### src/rtl/parking_slot_ctrl.sv
// Parking slot sequencing controller: grants free slots, stores check-in times, releases slots and
// drives the barrier pulse. Define PARK_FEE_EN to add the saturating fee output.
module parking_slot_ctrl #(
  parameter int NSLOT    = 6,
  parameter int TW       = 11,
  parameter int GATE_CYC = 4,
  parameter int FEE_RATE = 2
) (
  input  logic             clk,
  input  logic             rst_n,
  input  logic [TW-1:0]    timer,
  input  logic             entry_req,
  input  logic             exit_req,
  input  logic [3:0]       exit_slot,
  output logic             entry_ack,
  output logic             entry_rej,
  output logic [3:0]       entry_slot,
  output logic             exit_ack,
  output logic             exit_err,
  output logic [TW-1:0]    elapsed,
  output logic [NSLOT-1:0] occupied,
  output logic             full,
  output logic             gate_open,
  output logic [15:0]      fee
);

  localparam int CW = $clog2(GATE_CYC + 1);

  typedef enum logic [1:0] {IDLE, ENTRY, EXIT, GATE} state_t;

  state_t           state_q, state_d;
  logic [CW-1:0]    gate_cnt_q, gate_cnt_d;
  logic [NSLOT-1:0] occupied_q, occupied_d;
  logic [TW-1:0]    t_in_q [NSLOT];
  logic [TW-1:0]    t_in_d [NSLOT];
  logic [3:0]       entry_slot_q, entry_slot_d;
  logic [TW-1:0]    elapsed_q, elapsed_d;
  logic             entry_ack_q, entry_ack_d;
  logic             entry_rej_q, entry_rej_d;
  logic             exit_ack_q, exit_ack_d;
  logic             exit_err_q, exit_err_d;
  logic             gate_open_q, gate_open_d;

  logic [3:0]       free_id;
  logic             exit_hit;
  logic [TW-1:0]    exit_t_in;

  assign full = &occupied_q;

  // Lowest free slot id (0 when full) and lookup of the slot presented at the exit.
  always_comb begin
    free_id   = '0;
    exit_hit  = 1'b0;
    exit_t_in = '0;
    for (int i = NSLOT - 1; i >= 0; i--) begin
      if (!occupied_q[i]) free_id = 4'(i + 1);
    end
    for (int i = 0; i < NSLOT; i++) begin
      if (exit_slot == 4'(i + 1)) begin
        exit_hit  = occupied_q[i];
        exit_t_in = t_in_q[i];
      end
    end
  end

  // NOTE: every signal gets a default before the case so no path leaves it unassigned (no latches).
  always_comb begin
    state_d      = state_q;
    gate_cnt_d   = gate_cnt_q;
    occupied_d   = occupied_q;
    t_in_d       = t_in_q;
    entry_slot_d = entry_slot_q;
    elapsed_d    = elapsed_q;
    entry_ack_d  = 1'b0;
    entry_rej_d  = 1'b0;
    exit_ack_d   = 1'b0;
    exit_err_d   = 1'b0;
    gate_open_d  = 1'b0;

    unique case (state_q)
      IDLE: begin
        if (exit_req)       state_d = EXIT;
        else if (entry_req) state_d = ENTRY;
      end
      ENTRY: begin
        if (!full) begin
          for (int i = 0; i < NSLOT; i++) begin
            if (free_id == 4'(i + 1)) begin
              occupied_d[i] = 1'b1;
              t_in_d[i]     = timer;
            end
          end
          entry_slot_d = free_id;
          entry_ack_d  = 1'b1;
          gate_cnt_d   = '0;
          state_d      = GATE;
        end else begin
          entry_rej_d = 1'b1;
          state_d     = IDLE;
        end
      end
      EXIT: begin
        if (exit_hit) begin
          // Modulo-2^TW subtraction absorbs a single timer wrap.
          elapsed_d = timer - exit_t_in;
          for (int i = 0; i < NSLOT; i++) begin
            if (exit_slot == 4'(i + 1)) occupied_d[i] = 1'b0;
          end
          exit_ack_d = 1'b1;
          gate_cnt_d = '0;
          state_d    = GATE;
        end else begin
          exit_err_d = 1'b1;
          state_d    = IDLE;
        end
      end
      GATE: begin
        gate_open_d = 1'b1;
        gate_cnt_d  = gate_cnt_q + CW'(1);
        if (gate_cnt_q == CW'(GATE_CYC - 1)) state_d = IDLE;
      end
      default: state_d = IDLE;
    endcase
  end

  // NOTE: sequential state uses non-blocking assignments only, so all flops update together.
  always_ff @(posedge clk or negedge rst_n) begin
    if (!rst_n) begin
      state_q      <= IDLE;
      gate_cnt_q   <= '0;
      occupied_q   <= '0;
      // NOTE: the time store is reset explicitly because stored times are defined as 0 after reset.
      for (int i = 0; i < NSLOT; i++) t_in_q[i] <= '0;
      entry_slot_q <= '0;
      elapsed_q    <= '0;
      entry_ack_q  <= 1'b0;
      entry_rej_q  <= 1'b0;
      exit_ack_q   <= 1'b0;
      exit_err_q   <= 1'b0;
      gate_open_q  <= 1'b0;
    end else begin
      state_q      <= state_d;
      gate_cnt_q   <= gate_cnt_d;
      occupied_q   <= occupied_d;
      t_in_q       <= t_in_d;
      entry_slot_q <= entry_slot_d;
      elapsed_q    <= elapsed_d;
      entry_ack_q  <= entry_ack_d;
      entry_rej_q  <= entry_rej_d;
      exit_ack_q   <= exit_ack_d;
      exit_err_q   <= exit_err_d;
      gate_open_q  <= gate_open_d;
    end
  end

`ifdef PARK_FEE_EN
  logic [15:0]    fee_q, fee_d;
  logic [TW+15:0] fee_prod;

  always_comb begin
    fee_prod = (TW + 16)'(elapsed_d) * (TW + 16)'(FEE_RATE);
    fee_d    = fee_q;
    if (state_q == EXIT && exit_hit) begin
      fee_d = (|fee_prod[TW+15:16]) ? 16'hFFFF : fee_prod[15:0];
    end
  end

  always_ff @(posedge clk or negedge rst_n) begin
    if (!rst_n) fee_q <= '0;
    else        fee_q <= fee_d;
  end

  assign fee = fee_q;
`else
  assign fee = 16'h0000;
`endif

  assign entry_ack  = entry_ack_q;
  assign entry_rej  = entry_rej_q;
  assign entry_slot = entry_slot_q;
  assign exit_ack   = exit_ack_q;
  assign exit_err   = exit_err_q;
  assign elapsed    = elapsed_q;
  assign occupied   = occupied_q;
  assign gate_open  = gate_open_q;

endmodule

### config.mk
export PLATFORM = sky130hd
export DESIGN_NAME = parking_slot_ctrl
export DESIGN_NICKNAME = d
export VERILOG_FILES = /design/src/rtl/parking_slot_ctrl.sv
export SDC_FILE = /design/constraint.sdc
export NUM_CORES = 1
export LEC_CHECK = 0
export ABC_AREA = 1
export CAP_MARGIN = 5
export CORE_AREA = 2 2 116 84
export DETAILED_ROUTE_END_ITERATION = 10
export DIE_AREA = 0 0 118 86
export DONT_BUFFER_PORTS = 1
export PLACE_DENSITY_LB_ADDON = 0.15
export SYNTH_ARGS = -nofsm -noshare
export SYNTH_HDL_FRONTEND = slang
export SYNTH_SLANG_ARGS = --single-unit
### constraint.sdc
create_clock -name clk -period 2.2 [get_ports clk]
set_input_delay 0.44 -clock clk [delete_from_list [all_inputs] [get_ports clk]]
set_output_delay 0.44 -clock clk [all_outputs]
set_load 0.02 [all_outputs]
# Word-level counts from Yosys, hierarchy flattened
# Index checks and enable logic that the tools add are counted.
# Widths: inputs -> output; s select.
# totals
ff_bits	97
elab_cells	127
input_bits	19
# op_classes
muxes	51
eq_ne	32
bitwise_logic	1
n_addsub	2
reduce_logical	20
# op_table
op	count
$mux 11	6
$ne 2x2->1 const B	15
$reduce_and 5->1	6
$mux 1	27
$eq 4x3->1 const B	6
$reduce_and 3->1	7
$eq 4x2->1 const B	4
$mux 4	4
$mux 3	4
$mux 6	2
$pmux 6 s2	1
$sub 11x11->11	1
$mux 2	5
$pmux 3 s3	1
$eq 4x1->1 const B	2
$pmux 2 s4	1
$reduce_and 2->1	3
$reduce_and 6->1	1
$eq 2x2->1 const B	2
$add 3x1->3 const B	1
$eq 3x2->1 const B	1
$ne 3x3->1 const B	1
$reduce_bool 3->1	1
$eq 2x1->1 const B	1
3 further kinds	3

# Longest topological paths before layout
# Gate-level depths: netlist of run 1.
# depth
ltp_word	10
depth_mapped	20
ltp_nobuf	19

# Least setup slack after synthesis of run 1
# No wires, ideal clock.
# synth_timing
kind	input to register
start	in exit_slot[2]
end	reg elapsed_q[7] (netlist: elapsed[7])
slack_ns	-0.361
path_buffers	1
stages	14
arrival_ns	2.440
t_required_ns	2.079
path_cell_list	nor2_2 -> clkbuf_1 -> nand3_1 -> nand2_1 -> a221oi_1 -> nand3_1 -> o21ai_0 -> ha_1 -> nand2_1 -> o21ai_0 -> nand3_1 -> nand2_1 -> xor2_1 -> o21ai_2
# synth_via
elab_chain_cells	8
# synth_rtl
element	line_no	text
start: declaration	14	input logic [3:0] exit_slot,
$eq 4x1->1	59	if (exit_slot == 4'(i + 1)) begin
$mux 11 or $mux 1 (tied branches) (6 in series)	59	
$sub 11x11->11 or $reduce_and 2->1 (tied branches)	n/a	
end signal: assignment	147	elapsed_q <= elapsed_d;
end: declaration	37	logic [TW-1:0] elapsed_q, elapsed_d;
# Parallel ways exist; a longest one is shown, timed or not.
# A chain may end at the register's enable or synchronous reset.

# Worst setup path after layout of run 1
# layout_timing
start	in exit_slot[1]
end	reg elapsed_q[5] (netlist: elapsed[5])
# The elaborated chain is that of the path after synthesis.

==> results of run 1 <==
[area by class of cell]
cell class                 count  area share (%)
clock buffer                  11           4.051
clock inverter                 5          0.5014
inverter                      53           3.811
multi-input combinational    421           40.81
sequential                    96           38.51
tap                          124           2.487
timing repair buffer          71           9.828
[power by group]
| group | leakage (nW) | internal (mW) | switching (mW) |
|---|---|---|---|
| Clock | 0.141 | 0.824 | 0.676 |
| Combinational | 1.86 | 1.08 | 1.56 |
| Sequential | 1.09 | 2.48 | 0.686 |
| Total | 3.09 | 4.38 | 2.92 |
[state kept, by name, indices dropped and copies added, names as in the netlist]
register / cells
t_in_q: 66
elapsed: 11
occupied: 6
entry_slot: 3
gate_cnt_q: 3
state_q: 2
entry_ack: 1
entry_rej: 1
exit_ack: 1
exit_err: 1
gate_open: 1
[repair_timing]
action / CTS / global route
hold endpoints to repair: 96 / 96
pin swaps: 22 / 24
endpoints found under the setup margin: 8 / 8
setup buffers: 19 / 2
gates cloned: 0 / 0
resized for setup: 37 / 43
[path summary, 6_finish.rpt]
path	start	to	cells after the start
worst max-delay path	exit_slot[1]	elapsed[5]$_DFFE_PN0P_	17
worst min-delay path	rst_n	entry_ack$_DFF_PN0_	0
worst max register to register	t_in_q[62]$_DFFE_PN0P_	elapsed[10]$_DFFE_PN0P_	12
worst min register to register	gate_cnt_q[2]$_DFFE_PN0P_	gate_cnt_q[2]$_DFFE_PN0P_	2
max in group asynchronous	rst_n	t_in_q[32]$_DFFE_PN0P_	0
min in group clk	exit_req	state_q[1]$_DFFE_PN0P_	2
[per-stage QoR]
| step | power [mW] | hold slack, ns | utilization (%) | std cells |
|---|---|---|---|---|
| finish | 7.298 | -0.2196 | 69.61 | 781 |
| global route | 7.833 | -0.2373 | 69.61 | 781 |
| floorplan | 4.883 | 0.1444 | - | 608 |
| global placement | 5.384 | 0.1463 | 60.98 | 744 |
| detailed placement | 5.495 | 0.1463 | 60.98 | 744 |
| CTS | 7.136 | -0.2274 | 67.19 | 779 |
[logic make-up (layout without fill, tap and decap cells)]
logic type               after synthesis  count (layout)
AND/OR/NAND/NOR                      267             267
AO/OA/AOI/OAI                        118             118
flip-flops                            96              96
buffers and inverters                 91             140
adder cells (fa/ha/maj)               13              13
XOR/XNOR                               6               6
other                                  1              17
[critical path, stage by stage]
cell and delay [ns]:
clkinv_16 0.03, nor2_4 0.03, nand2_2 0.07, clkinvlp_4 0.19
buf_6 0.18, nand2_2 0.05, nand2_2 0.06, a221oi_4 0.20
nand3_1 0.10, o21ai_1 0.09, ha_1 0.30, a21oi_2 0.19
buf_4 0.14, o21ai_4 0.06, a21oi_2 0.15, xor2_1 0.19
o21ai_2 0.06
[routing by layer]
layer  vias up  GRT usage, %  wire [um]
met4         0         8.981        244
li1       2042             -          -
met3        23         7.114        817
met5         -             0          0
met2       156         41.17       5783
met1      2068         35.75       5788
[layout by cell type (no fill, tap or decap), types with 3 or more instances in the layout]
| master | count |
|---|---|
| clkbuf_16 | 9 |
| a21oi_1 | 7 |
| a21oi_2 | 6 |
| ha_1 | 9 |
| nand3_1 | 36 |
| nand4_1 | 10 |
| a31oi_4 | 3 |
| o21ai_1 | 48 |
| dfrtp_1 | 96 |
| buf_12 | 4 |
| o21ai_2 | 24 |
| buf_4 | 59 |
| xor2_1 | 3 |
| nor2_1 | 12 |
| nor2_4 | 5 |
| conb_1 | 17 |
| inv_2 | 8 |
| o21ai_0 | 15 |
| buf_6 | 8 |
| inv_1 | 40 |
| and3_1 | 3 |
| nand3_2 | 8 |
| a221oi_2 | 4 |
| nand2_1 | 156 |
| or2_2 | 4 |
| nand2_2 | 17 |
| nor2_2 | 4 |
| clkinvlp_4 | 3 |
| clkinv_2 | 3 |
==> flow_metrics.env, run 1 <==
export IMPL_diodes=0
export IMPL_seq_area_frac_synth_pct=47.04
export IMPL_fin_crit_sh_pct=103.9
export IMPL_critPathMaxFanout=7
export IMPL_yosysTopAreaCell="dfrtp_1"
export IMPL_fin_nets=684
export IMPL_startpoint_type="primary input"
export IMPL_hold_viol=96
export IMPL_ys_async_sr_fraction_pct=100.0
export IMPL_synth_top_family_by_area="simple AND/OR/NAND/NOR gates"
export IMPL_powerDensity_nw_per_um2=1170
export IMPL_dp_final_hpwl_um=8519
export IMPL_yosysUniqueCellTypes=41
export IMPL_track_usage_pct=26.28
export IMPL_cts_max_path_buffers=2
export IMPL_gp_congestion=0.8936
export IMPL_relSlewSlack_pct=43.19
export IMPL_max_cap_violations=0
export IMPL_cts_sinks=96
export IMPL_synth_cell_area_um2=5107
export IMPL_drc=0
export IMPL_grt_pass1_vias=4164
export IMPL_syn_area_per_cell_um2=8.627
export IMPL_multi_input_area_um2=2546
export IMPL_cts_clk_slew_worst_paths_ns=0.07
export IMPL_drt_pass1_iterations=5
export IMPL_finalMaxSlewViolations=0
export IMPL_fin_tns_setup_ns=-0.3700
export IMPL_num_fill_cells=695
export IMPL_hold_class="in2async"
export IMPL_clk_latency_ns=0.35
export IMPL_layout_setup_ws_ns=-0.08519
export IMPL_numPortBuffers=0
export IMPL_tightest_slew_ns=0.8521
export IMPL_postRouteAntennaNets=0
export IMPL_die_w_um=118
export IMPL_hold_ws_ns=-0.2196
export IMPL_avgRoutedWirePerCell_um=16.18
export IMPL_synth_area_leaders="dfrtp_1, nand2_1, o21ai_1, nand3_1, o21ai_2"
export IMPL_rsz0062_at_grt="yes"
export IMPL_setup_viol=6
export IMPL_viasPerCell=5.492
export IMPL_ys_flop_type="dfrtp_1"
export IMPL_yosys_area_share_simple_pct=24.28
export IMPL_wl_um=12630
export IMPL_endpoint_kind="register"
export IMPL_syn_inst=592
export IMPL_cts_made_buffers=9
export IMPL_rrSetupSlack_ns=-0.02
export IMPL_critPathArrivalTime_ns=2.52
export IMPL_io_pins=62
export IMPL_num_vias=4289
export IMPL_placed_area_um2=5465
export IMPL_grt_ovfl_total=0
export IMPL_antenna_found_initial=0
export IMPL_status="complete, but fails checks"
export IMPL_leakagePower_nw=3.094
export IMPL_failed_checks="hold timing, setup timing"
export IMPL_synth_adder_area_share_pct=3.332
export IMPL_synth_top_area_share_pct=47.04
export IMPL_skew_ns=0.007286
export IMPL_drive_above_1_share_pct=29.98
export IMPL_rows=29
export IMPL_max_freq_mhz=437.6
export IMPL_finish_instance_area_um2=6238
export IMPL_cts_tree="built"
export IMPL_dieHeight_um=86
export IMPL_drt_initial_drc_count=334
export IMPL_synthMuxAreaShare_pct=0
export IMPL_root_buffer="clkbuf_16"
export IMPL_critPathKind="in2reg"
export IMPL_pre_cts_ws_ns=-0.5330
export IMPL_synth_compound_area_share_pct=14.28
export IMPL_htreeDepth=3
export IMPL_dieArea_um2=10150
export IMPL_core_region_area_um2=8962
export IMPL_synth_seq_cells=96
export IMPL_synthToLayoutAreaGrowth_pct=22.15
export IMPL_vdd_drop_max_uv=773.7
export IMPL_synth_xor_area_share_pct=1.029
export IMPL_layout_min_cycle_time_ns=2.285
export IMPL_grt_first_pass_wirelength_um=20890
export IMPL_grt_max_degree=97
export IMPL_start_util_pct=56.99
export IMPL_ys_warnings_count=0
export IMPL_synth_edf_count=0
export IMPL_synthTopCellsByCount="nand2_1, dfrtp_1, inv_1, o21ai_1, nand3_1"
export IMPL_register_area_um2=2402
export IMPL_required_ns=2.44
export IMPL_synth_most_common_cell="nand2_1"
Note: power is estimated with default switching activity, not from simulation.
==> inputs of run 2 (changes only) <==
- CORE_AREA: 2 2 116 84 -> 2 2 114 83
- DIE_AREA: 0 0 118 86 -> 0 0 116 85
- SLEW_MARGIN: default -> 20
- clock period: 2.2 -> 2.5 ns (I/O delays scaled with it)
==> flow_metrics.env, run 2 (same netlist as run 1, synthesis figures left out) <==
export IMPL_status="complete, but fails checks"
export IMPL_failed_checks="hold timing"
export IMPL_skew_ns=0.005981
export IMPL_relSlewSlack_pct=52.13
export IMPL_num_vias=4156
export IMPL_final_cell_mix="nand2_1, dfrtp_1, o21ai_1"
export IMPL_path_common_cell="nand2_1"
export IMPL_diodes=0
export IMPL_avgRoutedWirePerCell_um=15.76
export IMPL_critPathSlowestCell="a221oi_4"
export IMPL_rrSetupSlack_ns=0.18
export IMPL_register_area_um2=2402
export IMPL_dpl_cell_count=739
export IMPL_grt_pass1_vias=3846
export IMPL_grt_ovfl_total=0
export IMPL_fin_tns_setup_ns=0
export IMPL_critPathArrivalTime_ns=2.63
export IMPL_cts_sinks=96
export IMPL_max_freq_mhz=415.9
export IMPL_numPortBuffers=0
export IMPL_grt_first_pass_wirelength_um=19290
export IMPL_required_ns=2.73
export IMPL_antenna_found_initial=0
export IMPL_multi_input_area_um2=2454
export IMPL_cts_made_buffers=9
export IMPL_p_switching_mw=2.447
export IMPL_drc=0
export IMPL_start_util_pct=58.16
export IMPL_viasPerCell=5.454
export IMPL_p_clk_share_pct=22.5
export IMPL_setup_viol=0
export IMPL_htreeDepth=3
export IMPL_fin_crit_sh_pct=96.18
export IMPL_num_fill_cells=697
export IMPL_p_sw_share_pct=38.55
export IMPL_powerDensity_nw_per_um2=1063
export IMPL_leakagePower_nw=2.988
export IMPL_dieHeight_um=85
export IMPL_drt_pass1_iterations=7
export IMPL_hold_class="in2async"
export IMPL_seqPwrFrac_pct=44.7
export IMPL_p_int_mw=3.900
export IMPL_postRouteAntennaNets=0
export IMPL_tightest_slew_ns=0.7181
export IMPL_wl_um=12010
export IMPL_startpoint_type="primary input"
export IMPL_track_usage_pct=25.30
export IMPL_hold_ws_ns=-0.1457
export IMPL_largest_register="t_in_q"
export IMPL_dp_final_hpwl_um=8337
export IMPL_critPathKind="in2reg"
export IMPL_io_pins=62
export IMPL_cts_max_path_buffers=2
export IMPL_critPathMaxFanout=6
export IMPL_hold_viol=96
export IMPL_cts_tree="built"
export IMPL_root_buffer="clkbuf_16"
export IMPL_finalMaxSlewViolations=0
export IMPL_pre_cts_ws_ns=-0.2967
export IMPL_rows=29
export IMPL_gp_congestion=0.8456
export IMPL_final_util_pct=68.01
export IMPL_stdcell_count=762
export IMPL_fin_nets=667
export IMPL_clk_latency_ns=0.34
export IMPL_largest_reg_flops=66
export IMPL_dieArea_um2=9860
export IMPL_endpoint_kind="register"
export IMPL_comb_power_share_pct=32.7
export IMPL_layout_setup_ws_ns=0.09560
export IMPL_layout_min_cycle_time_ns=2.404
export IMPL_die_w_um=116
export IMPL_final_common_cell="nand2_1"
export IMPL_worstPathCellList="inv_6, nor2_4, nand2_2, clkinvlp_4, buf_6, buf_6, a221oi_4, nand3_2, a21oi_2, buf_4, fa_2, nand2_1, nand2_2, a31oi_4, nor2_1, nor2_1, nand2_1, nand2_1"
export IMPL_drive_above_1_share_pct=24.92
export IMPL_synthToLayoutAreaGrowth_pct=16.93
export IMPL_max_cap_violations=0
export IMPL_core_region_area_um2=8781
export IMPL_grt_max_degree=97
export IMPL_drt_initial_drc_count=270
export IMPL_cts_clk_slew_worst_paths_ns=0.06
export IMPL_vdd_drop_max_uv=523.2
export IMPL_slowest_delay_ns=0.30
[run 2: changes by cell type in the layout (fill, tap and decap cells not counted), moves of 3 or more]
| cell | previous run | this run |
|---|---|---|
| nand2_1 | 156 | 165 |
| nand2_2 | 17 | 9 |
| buf_12 | 4 | 1 |
| buf_4 | 59 | 47 |
[run 2: worst paths after layout]
check                                          startpoint                         to  cells past startpoint
worst min register to register  gate_cnt_q[2]$_DFFE_PN0P_  gate_cnt_q[2]$_DFFE_PN0P_                      2
worst max-delay path                         exit_slot[1]     elapsed[8]$_DFFE_PN0P_                     18
worst max register to register     t_in_q[60]$_DFFE_PN0P_    elapsed[10]$_DFFE_PN0P_                     14
worst min-delay path                                rst_n  gate_cnt_q[2]$_DFFE_PN0P_                      0
min in group clk                                 exit_req     state_q[1]$_DFFE_PN0P_                      2
max in group asynchronous                           rst_n      t_in_q[0]$_DFFE_PN0P_                      0
[run 2: per-layer routing]
metal  GRT usage (%)  share of wire (%)  vias to the layer above
met5               0                  0                        -
met4           7.143                1.3                        0
met3           6.500                6.5                       13
li1                -                  -                     2011
met1           35.04                 45                     1983
met2           39.71                 47                      149
[run 2: what timing repair did]
action                                  4_1_cts  5_1_grt
endpoints found under the setup margin        0        6
gates resized for setup                       0       58
hold endpoints to repair                     96       96
buffers inserted                              0        9
[run 2: final cells by class]
cell class                      count  area share [%]
Clock inverter                      4           1.173
Inverter                           53           3.541
Multi-Input combinational cell    421           41.09
Sequential cell                    96           40.23
Timing Repair Buffer               54           7.375
Clock buffer                       10           4.002
Tap cell                          124           2.598
[run 2: power by group through the flow]
stage	Combinational [mW]	Clock, mW	Sequential, mW
after floorplan	1.57	0	2.71
after global placement	1.84	0	2.80
after detailed placement	1.92	0	2.82
after CTS	1.94	1.46	2.80
after global routing	2.35	1.54	2.92
final	2.08	1.43	2.84
[run 2: per-stage QoR]
stage	hold slack [ns]	power, mW	instance area [um2]
2_1_floorplan	0.2044	4.281	5174
3_3_place_gp	0.2064	4.646	5368
3_5_place_dp	0.2067	4.744	5368
4_1_cts	-0.1566	6.203	5677
5_1_grt	-0.1654	6.798	5972
6_report	-0.1457	6.347	5972
[run 2: worst max-delay path: cells and delay by family]
family / cells / cell delay (ns)
simple gates: 9 / 0.71
buf+inv: 5 / 0.64
compound gates: 3 / 0.54
fa+ha+maj: 1 / 0.24
==> inputs of run 3 (changes only) <==
- SKIP_CTS_REPAIR_TIMING: default -> 1
==> results of run 3 <==
Final layout, timing and power as in run 2 (identical DEF).
==> variant, RTL diff (config.mk and constraints of run 1) <==
Add a define of `PARK_FEE_EN`.
--- a/src/rtl/parking_slot_ctrl.sv
+++ b/src/rtl/parking_slot_ctrl.sv
@@ -1,5 +1,7 @@
 // Parking slot sequencing controller: grants free slots, stores check-in times, releases slots and
 // drives the barrier pulse. Define PARK_FEE_EN to add the saturating fee output.
+`define PARK_FEE_EN
+
 module parking_slot_ctrl #(
   parameter int NSLOT    = 6,
   parameter int TW       = 11,
Behaviour: not the same (Yosys sat finds a counterexample within 10 cycles, from zero or initial values and one cycle with rst_n low).
==> variant against run 1 <==
The flow finishes with violations (negative hold slack); sequential cell count grew 11; total power up 16%; cell area is 4.7% higher; sequential power is 20% higher; area after synthesis is 1.3% higher; synthesized cell count grew 7.6%; worst setup slack improved by 93 ps; first-iteration DRC count increased by 16%; critical path depth grew 2; sequential share of layout area is 2.5 points higher; clock skew up 2.0 ps; routed wire length grew 6.9%; highest routed layer unchanged.
==> variant: results (changes against run 1) <==
STA
-----------------------------------------------------------------------
Hold_ws                                                         -212 ps   was -220 ps
Final number of hold-violating endpoints                            107   was 96

FINAL LAYOUT
-----------------------------------------------------------------------
Proportion of final cell area spent on non-clock buffers          9.83%   about the same
Fraction of layout cells with a size suffix above 1               24.4%   was 30.0%
Fin nets                                                            731   was 684
FILL cells                                                          652   was 695

YOSYS
-----------------------------------------------------------------------
Number of cells produced by synthesis                               637   was 592
Number of library cell types mapped by synthesis                     35   was 41
Leading post-synthesis cells by cell area                  dfrtp_1, nand2_1, o21ai_1   unchanged
Top cells by count, synth                                  nand2_1, dfrtp_1, o21ai_1   was nand2_1, dfrtp_1, inv_1

SETUP PATH
-----------------------------------------------------------------------
Startpoint of the worst register-to-register path          t_in_q[57]$_DFFE_PN0P_   was t_in_q[62]$_DFFE_PN0P_
Kind of cell adding the most delay to the critical path    simple AND/OR/NAND/NOR gates   was compound AO/OA/AOI/OAI gates
End point of the critical path                             fee[8]$_DFFE_PN0P_   was elapsed[5]$_DFFE_PN0P_
Stage delay of the slowest cell on the critical path             360 ps   was 300 ps

DETAILED ROUTING
-----------------------------------------------------------------------
DR vias                                                           4,566   was 4,289
Drt initial violations                                              387   was 334
Met2 wire length                                                6.68 mm   was 5.78 mm
Total routed wire length on the met1 layer                      5.68 mm   was 5.79 mm

STATUS
-----------------------------------------------------------------------
Violations in the final reports                            negative hold slack   was negative hold slack, negative setup slack
Run status                                                 complete, but fails checks   unchanged

CTS
-----------------------------------------------------------------------
Number of gates resized after CTS                                     9   was 37
Post-CTS setup repair buffer count                                    1   was 19

POWER AND IR DROP
-----------------------------------------------------------------------
Worst-case vdd ir drop                                       0.000842 V   was 0.000774 V
Sequential power                                                3800 uW   was 3160 uW
Net switching power of the design                               3380 uW   was 2920 uW

GRT
-----------------------------------------------------------------------
Largest net degree at the start of global routing                   108   was 97
Global routing usage on met2                                      42.7%   was 41.2%
First-pass GRT wire length                                      20.6 mm   was 20.9 mm

PLACED DESIGN
-----------------------------------------------------------------------
Placer Congestion                                                 0.915   was 0.894
Placed cell count                                                   796   was 744
Estimated wirelength of the detail-placed design                8.76 mm   was 8.52 mm

==> variant: cell types whose count changed after synthesis, moves of 5 or more <==
cell	run 1	this run
o21ai_0	22	17
nor2_1	14	28
buf_6	12	2
nand2_1	172	237
inv_1	47	40
dfrtp_1	96	107
nand3_2	5	0
buf_4	19	6
o21ai_2	22	0
buf_2	5	13
o21ai_1	44	61
==> variant: stage by stage <==
stage	power, uW	setup slack, ps	hold WS [ps]
2_1_floorplan	5570	-98.4	144
3_3_place_gp	6260	-421	147
6_report	8450	7.37	-212
3_5_place_dp	6400	-435	147
5_1_grt	9000	-165	-232
4_1_cts	8120	-1.72	-224
==> variant: logic make-up (layout without fill, tap and decap cells) <==
kind of cell	count (synthesis)	count (layout)	synth area share, %
other	1	6	0.0724
AOI/OAI and AO/OA	104	104	10.6
buffers and inverters	77	139	6.65
DFF	107	107	51.7
and+or+nand+nor	330	330	26.8
xor gates and xnor gates	5	5	0.846
adders and majority gates	13	13	3.29
